**config.mk**
```make
export PLATFORM = sky130hd
export DESIGN_NAME = fir_mac_accum
export DESIGN_NICKNAME = d
export VERILOG_FILES = /design/src/rtl/fir_mac_accum.sv
export SDC_FILE = /design/constraint.sdc
export NUM_CORES = 1
export LEC_CHECK = 0
export ABC_AREA = 1
export CORE_MARGIN = 4
export CORE_UTILIZATION = 68
export DETAILED_ROUTE_END_ITERATION = 10
export MAX_ROUTING_LAYER = met4
export PLACE_DENSITY = 0.93
export SLEW_MARGIN = 30
export SYNTH_ARGS = -nofsm -noshare
export SYNTH_HDL_FRONTEND = slang
export SYNTH_SLANG_ARGS = --single-unit
```
**constraint.sdc**
```tcl
create_clock -name clk -period 21.4 [get_ports clk]
set_input_delay 4.28 -clock clk [delete_from_list [all_inputs] [get_ports clk]]
set_output_delay 4.28 -clock clk [all_outputs]
set_load 0.1 [all_outputs]
```
**src/rtl/fir_mac_accum.sv**
```systemverilog
// MAC stage of the FIR datapath: multiplies aligned coefficient/sample pairs, accumulates
// one frame of taps, then rounds, shifts and saturates each finished sum into y_out.
module fir_mac_accum #(
    parameter int H_ADDR_WIDTH  = 4,
    parameter int FILTER_LENGTH = 1 << H_ADDR_WIDTH,
    parameter int COEF_W        = 16,
    parameter int DATA_W        = 16,
    parameter int ACC_W         = COEF_W + DATA_W + H_ADDR_WIDTH,
    parameter int OUT_W         = 16,
    parameter int OUT_SHIFT     = 0
) (
    input  logic                     clk,
    input  logic                     rst_n,
    input  logic                     in_valid,
    input  logic                     in_first,
    input  logic signed [COEF_W-1:0] h_in,
    input  logic signed [DATA_W-1:0] x_in,
    output logic signed [OUT_W-1:0]  y_out,
    output logic                     y_valid,
    output logic [31:0]              y_index,
    output logic                     sat_flag,
    output logic                     tap_err
);

    localparam int PROD_W = COEF_W + DATA_W;
    localparam int CNT_W  = H_ADDR_WIDTH + 1;
    localparam int RND_SH = (OUT_SHIFT > 0) ? OUT_SHIFT - 1 : 0;

    localparam logic [CNT_W-1:0]        LAST_TAP = CNT_W'(FILTER_LENGTH - 1);
    localparam logic signed [ACC_W:0]   ROUND    = (OUT_SHIFT > 0) ? ((ACC_W+1)'(1) << RND_SH) : '0;
    localparam logic signed [ACC_W:0]   SAT_MAX  = {{(ACC_W+2-OUT_W){1'b0}}, {(OUT_W-1){1'b1}}};
    localparam logic signed [ACC_W:0]   SAT_MIN  = {{(ACC_W+2-OUT_W){1'b1}}, {(OUT_W-1){1'b0}}};
    localparam logic signed [OUT_W-1:0] OUT_MAX  = {1'b0, {(OUT_W-1){1'b1}}};
    localparam logic signed [OUT_W-1:0] OUT_MIN  = {1'b1, {(OUT_W-1){1'b0}}};

    typedef enum logic {
        IDLE,
        ACC
    } state_t;

    state_t                    state_q;
    logic [CNT_W-1:0]          tapCnt_q;
    logic signed [PROD_W-1:0]  pReg_q;
    logic                      pVld_q;
    logic                      pFirst_q;
    logic                      pLast_q;
    logic                      tapErr_q;

    logic signed [ACC_W-1:0]   acc_q;
    logic                      accDone_q;
    logic signed [ACC_W-1:0]   pExt;

    logic signed [OUT_W-1:0]   yOut_q;
    logic                      yValid_q;
    logic [31:0]               yIndex_q;
    logic                      sat_q;

    logic signed [ACC_W:0]     rounded_d;
    logic signed [ACC_W:0]     shifted_d;
    logic signed [OUT_W-1:0]   yOut_d;
    logic                      sat_d;

    // Frame tracking and product register. A beat carrying in_first always opens a new
    // frame; if one was already open it is abandoned, which the accumulator handles by
    // simply restarting from the new first product.
    always_ff @(posedge clk) begin
        if (!rst_n) begin
            state_q  <= IDLE;
            tapCnt_q <= '0;
            pReg_q   <= '0;
            pVld_q   <= 1'b0;
            pFirst_q <= 1'b0;
            pLast_q  <= 1'b0;
            tapErr_q <= 1'b0;
        end else begin
            pVld_q   <= 1'b0;
            pFirst_q <= 1'b0;
            pLast_q  <= 1'b0;
            tapErr_q <= 1'b0;
            if (in_valid) begin
                pReg_q <= h_in * x_in;
            end
            if (in_valid && in_first) begin
                tapErr_q <= (state_q == ACC);
                pVld_q   <= 1'b1;
                pFirst_q <= 1'b1;
                if (FILTER_LENGTH == 1) begin
                    pLast_q  <= 1'b1;
                    state_q  <= IDLE;
                    tapCnt_q <= '0;
                end else begin
                    state_q  <= ACC;
                    tapCnt_q <= CNT_W'(1);
                end
            end else if (in_valid && state_q == ACC) begin
                pVld_q <= 1'b1;
                if (tapCnt_q == LAST_TAP) begin
                    pLast_q  <= 1'b1;
                    state_q  <= IDLE;
                    tapCnt_q <= '0;
                end else begin
                    tapCnt_q <= tapCnt_q + CNT_W'(1);
                end
            end
        end
    end

    assign pExt = {{(ACC_W-PROD_W){pReg_q[PROD_W-1]}}, pReg_q};

    always_ff @(posedge clk) begin
        if (!rst_n) begin
            acc_q     <= '0;
            accDone_q <= 1'b0;
        end else begin
            accDone_q <= pVld_q & pLast_q;
            if (pVld_q) begin
                acc_q <= pFirst_q ? pExt : acc_q + pExt;
            end
        end
    end

    // One guard bit above the accumulator keeps the rounding add from wrapping.
    always_comb begin
        rounded_d = {acc_q[ACC_W-1], acc_q} + ROUND;
        shifted_d = rounded_d >>> OUT_SHIFT;
        yOut_d    = shifted_d[OUT_W-1:0];
        sat_d     = 1'b0;
        if (shifted_d > SAT_MAX) begin
            yOut_d = OUT_MAX;
            sat_d  = 1'b1;
        end else if (shifted_d < SAT_MIN) begin
            yOut_d = OUT_MIN;
            sat_d  = 1'b1;
        end
    end

    always_ff @(posedge clk) begin
        if (!rst_n) begin
            yOut_q   <= '0;
            yValid_q <= 1'b0;
            yIndex_q <= '0;
            sat_q    <= 1'b0;
        end else begin
            yValid_q <= accDone_q;
            if (accDone_q) begin
                yOut_q   <= yOut_d;
                yIndex_q <= yIndex_q + 32'd1;
                if (sat_d) begin
                    sat_q <= 1'b1;
                end
            end
        end
    end

    assign y_out    = yOut_q;
    assign y_valid  = yValid_q;
    assign y_index  = yIndex_q;
    assign sat_flag = sat_q;
    assign tap_err  = tapErr_q;

endmodule

```
# After elaboration in Yosys (flattened, before gate mapping)
# Cells that the tools add are included.
# totals
input_bits,36
ramBits,0
reg_bits,129
n_memories,0
rom_bits,0
latchBits,0
# classes
magnitude_cmp,2
n_eq_ne,1
bitwise_logic,3
shifts,0
n_addsub,3
mul,1
reduce_logical,9
div,0
n_mux,15
# op_table
operator,n
adder 36 x 32 -> 36 bit,1
"greater-than comparator 36 x 16 -> 1 bit, second input constant",1
"< comparator 36 x 16 -> 1 bit, second input constant",1
2-to-1 mux 36 bit,1
"adder 32 x 1 -> 32 bit, second input constant",1
multiplier 16 x 16 -> 32 bit,1
2-to-1 mux 16 bit,2
2-to-1 mux 1 bit,11
AND reduction 2 bit,3
"adder 5 x 1 -> 5 bit, second input constant",1
"== test 5 x 4 -> 1 bit, second input constant",1
2-to-1 mux 5 bit,1
nonzero test 2 bit,2
OR reduction 3 bit,1
logical AND 1 bit,2
inverter 1 bit,2
OR reduction 2 bit,1
bitwise AND 1 bit,1

# Logic depth before layout (Yosys ltp)
# depth
depth_word,4
depth_mapped,28
mapped_depth_nobuf,26

# Worst setup path after synthesis
# OpenSTA, ideal clock, no wires.
# synth_path
path_type,input -> register
start,input x_in[5]
end,register pReg_q[31]
path_slack_ns,11.716
t_required_ns,21.291
path_buffers,2
path_stages,25
t_arrival_ns,9.575
setup_time_ns,0.109
path_cell_list,clkbuf_1 > clkbuf_1 > nand2_1 > fa_1 > inv_1 > fa_1 > inv_1 > fa_1 > fa_1 > inv_1 > fa_1 > inv_1 > fa_1 > inv_1 > ha_1 > nand2_1 > nor2_1 > nand2_1 > or2_2 > nand2_1 > nor2_1 > nand2_1 > nand3_1 > nand2_1 > inv_1
# synth_via
elab_chain_len,1
# synth_lines
element,line,text
from (decl),17,"input logic signed [DATA_W-1:0] x_in,"
multiplier 16 x 16 -> 32 bit,81,pReg_q <= h_in * x_in;
to (signal assigned),81,
to (decl),43,logic signed [PROD_W-1:0] pReg_q;
# Every way passes these cells.
# A chain may end at the register's enable or synchronous reset.

# Worst setup path after layout
# layout_path
start,input x_in[1]
end,register pReg_q[26]
# The elaborated chain is that of the path after synthesis.

==> results.json <==
{
  "fp-row-count": 60,
  "die_w_um": 173,
  "r2r_start": "pReg_q[0]",
  "cts_made_buffers": 17,
  "startpoint_type": "primary input",
  "hold_viol": 0,
  "crit_type": "in2reg",
  "synthCells": 2653,
  "cts_hold_buf": 0,
  "setup_viol": 0,
  "wl_um": 51000,
  "grt_pass1_vias": 17400,
  "clkTransAtPathRegs_ps": 70,
  "arrival_ps": 11040,
  "port_buffers": 86,
  "status": "complete, no violations",
  "synth_top_family_by_area": "adder cells",
  "crit_fanout": 16,
  "synthArstFlopShare_pct": 0,
  "ys_warn_count": 0,
  "cts_tree": "yes",
  "crit_end": "pReg_q[26]",
  "reg2reg_setup_slack_ps": 18800,
  "initial_utilization_pct": 68.8,
  "min_period_ps": 10730,
  "nets": 3089,
  "synthFlopType": "dfxtp_1",
  "skew_ps": 14.8,
  "synthToLayoutAreaGrowth_pct": 8.51,
  "syn_area_um2": 18500,
  "worstMarginPinSlew_ps": 1030,
  "cp_common_cell": "inv_1",
  "drc": 0,
  "drive_above_1_share_pct": 2.46,
  "crit_chain": "clkdlybuf4s50_1 -> nand2_1 -> inv_1 -> fa_1 -> fa_1 -> inv_1 -> fa_1 -> fa_1 -> inv_1 -> fa_1 -> inv_1 -> fa_1 -> inv_1 -> ha_1 -> nand2_1 -> inv_1 -> a21oi_1 -> a21boi_0 -> nand3_1 -> a21oi_1 -> o21ai_0 -> nand2_1 -> inv_1",
  "slew_headroom_pct": 31.2,
  "wl_per_cell_um": 16.9,
  "grt_pass1_wl_um": 85700,
  "drt_iter0_drc": 1719,
  "critPathSlowestCell": "clkdlybuf4s50_1",
  "cts-resized-gates": 0,
  "maxCapViolations": 0,
  "viasPerCell": 5.63,
  "worstSetupStartpoint": "x_in[1]",
  "min-delay-path-class": "reg2reg",
  "cts_buffer_depth": 2,
  "cp-end-kind": "flop",
  "path_depth": 23,
  "synth_seq_area_share_pct": 14.0,
  "root_buffer": "clkbuf_16",
  "grt_start_max_net_pins": 63,
  "grt-ovfl-total": 0,
  "setup_tns_ps": 0,
  "clock-sinks": 129,
  "grt_antenna_before_repair": 0,
  "reg2regPathDepth": 12,
  "dieHeight_um": 173,
  "clkLatencyLatePin_ps": 430,
  "cp_top_family": "adder cells",
  "fmax_ghz": 0.0932,
  "worst_ep_required_time_ps": 21720,
  "diodes": 0,
  "slew_violations": 0,
  "coreArea_um2": 26900,
  "ios": 87,
  "yosys.area_share.adder_pct": 36.5,
  "syn_nets": 3071,
  "track_usage_pct": 36.0,
  "synth_cell_types": 42,
  "critPathBufInv": 8,
  "hpwl_um": 41100,
  "synth-xor-area-share_pct": 1.85,
  "cts.htree.levels": 4,
  "synthSimpleGateAreaFrac_pct": 21.9,
  "dr_total_vias": 17000,
  "avgSynthCellArea_um2": 6.97,
  "ys_seq_elements": 129,
  "rsz0062_at_grt": "false",
  "die_area_um2": 29900,
  "synth-compound-area-share_pct": 10.3,
  "r2r_end": "acc_q[32]",
  "post_cts_buffers": 0,
  "synth_edf_count": 0,
  "ant_nets": 0,
  "muxShareOfSynthArea_pct": 0,
  "drt_pass1_iterations": 6,
  "gp_congestion": 0.992,
  "period_share_pct": 50.1,
  "slowest_delay_ps": 890
}
-- cells in the mapped netlist, types with 3 or more instances --
master / count / area share, %
a31oi_1: 3 / 0.10
nand3b_1: 5 / 0.20
dfxtp_1: 129 / 14
xnor2_1: 13 / 0.62
nand3_1: 99 / 2.7
a21o_1: 4 / 0.16
clkbuf_1: 88 / 1.8
nand4_1: 28 / 0.95
nor3_1: 24 / 0.65
inv_1: 666 / 14
nor4_1: 5 / 0.17
nand2_1: 614 / 12
or2_2: 8 / 0.27
a21oi_1: 195 / 5.3
nor2_1: 185 / 3.8
fa_1: 263 / 28
buf_1: 5 / 0.10
ha_1: 119 / 8.0
and3_1: 4 / 0.14
o211ai_1: 10 / 0.41
nand2_2: 3 / 0.10
xor2_1: 26 / 1.2
o21ai_0: 120 / 3.2
nor3b_1: 4 / 0.16
o21bai_1: 9 / 0.37
a21boi_0: 4 / 0.16
-- flip-flops by register name, indices dropped and copies added (netlist names) --
name	flops
pLast_q	1
acc_q	36
y_valid	1
accDone_q	1
pFirst_q	1
tap_err	1
sat_flag	1
y_out	16
pReg_q	32
pVld_q	1
tapCnt_q	5
y_index	32
state_q	1
-- cell type report --
class	instances	area, um^2
timing repair buffer	94	916
tap	341	427
clock inverter	15	164
multi-input combinational	1761	13100
fill	2065	6800
inverter	668	2510
sequential	129	2580
clock buffer	17	425
-- stage by stage --
| step | cell area, um^2 | instances | util [%] | hold WS (ps) | setup slack, ps |
|---|---|---|---|---|---|
| floorplan | 18500 | 2653 | - | 404 | 11720 |
| global placement | 19500 | 2992 | 72.5 | 413 | 10580 |
| detailed placement | 19500 | 2992 | 72.5 | 433 | 10340 |
| CTS | 20100 | 3024 | 74.7 | 447 | 10750 |
| global route | 20100 | 3025 | 74.7 | 461 | 10370 |
| finish | 20100 | 3025 | 74.7 | 457 | 10670 |
-- worst reg2reg max path, cell delays in order, from the launching register on --
cell,delay [ps]
dfxtp_1,420
ha_1,340
inv_1,90
fa_1,420
o21ai_2,270
nand3b_1,110
nand2_1,210
nand2_1,80
nand2_1,140
nand2_1,120
nand3b_1,100
nand3_1,80
a21oi_1,150
-- placed cells by master (no fill, tap or decap), drive strengths merged, types with 17 or more instances in the layout --
| cell | n |
|---|---|
| fa | 263 |
| o21ai | 122 |
| xor2 | 26 |
| nor3 | 26 |
| nor2 | 187 |
| a21oi | 195 |
| nand3 | 100 |
| ha | 119 |
| clkdlybuf4s50 | 85 |
| clkbuf | 17 |
| inv | 676 |
| dfxtp | 129 |
| nand2 | 617 |
| nand4 | 28 |
-- logic make-up (layout without fill, tap and decap cells) --
logic type                 Yosys count  in the layout
buffers and inverters              763            794
adders and majority gates          382            382
AOI/OAI and AO/OA                  355            355
xor gates and xnor gates            39             39
DFF                                129            129
and+or+nand+nor                    985            985
-- worst min path at each step --
stage / end / depth (start not counted) / start
floorplan: accDone_q / 2 / pLast_q
global placement: accDone_q / 2 / pLast_q
detailed placement: accDone_q / 2 / pLast_q
CTS: accDone_q / 2 / pLast_q
global route: accDone_q / 2 / pLast_q
finish: accDone_q / 2 / pLast_q
-- metal layers --
metal  vias up  part of all wire, %  global-route usage (%)  wire, um
met2       869                   47                    57.9     24200
met4         0                  3.3                    12.0      1690
met5         -                    0                       -         0
met3       154                  8.9                    5.20      4520
met1      7998                   40                    47.4     20700
li1       7999                    -                       -         -
Power is left out: the tool's default activity adds up to more than one toggle a clock period on the data nets, which glitch-free logic cannot reach.
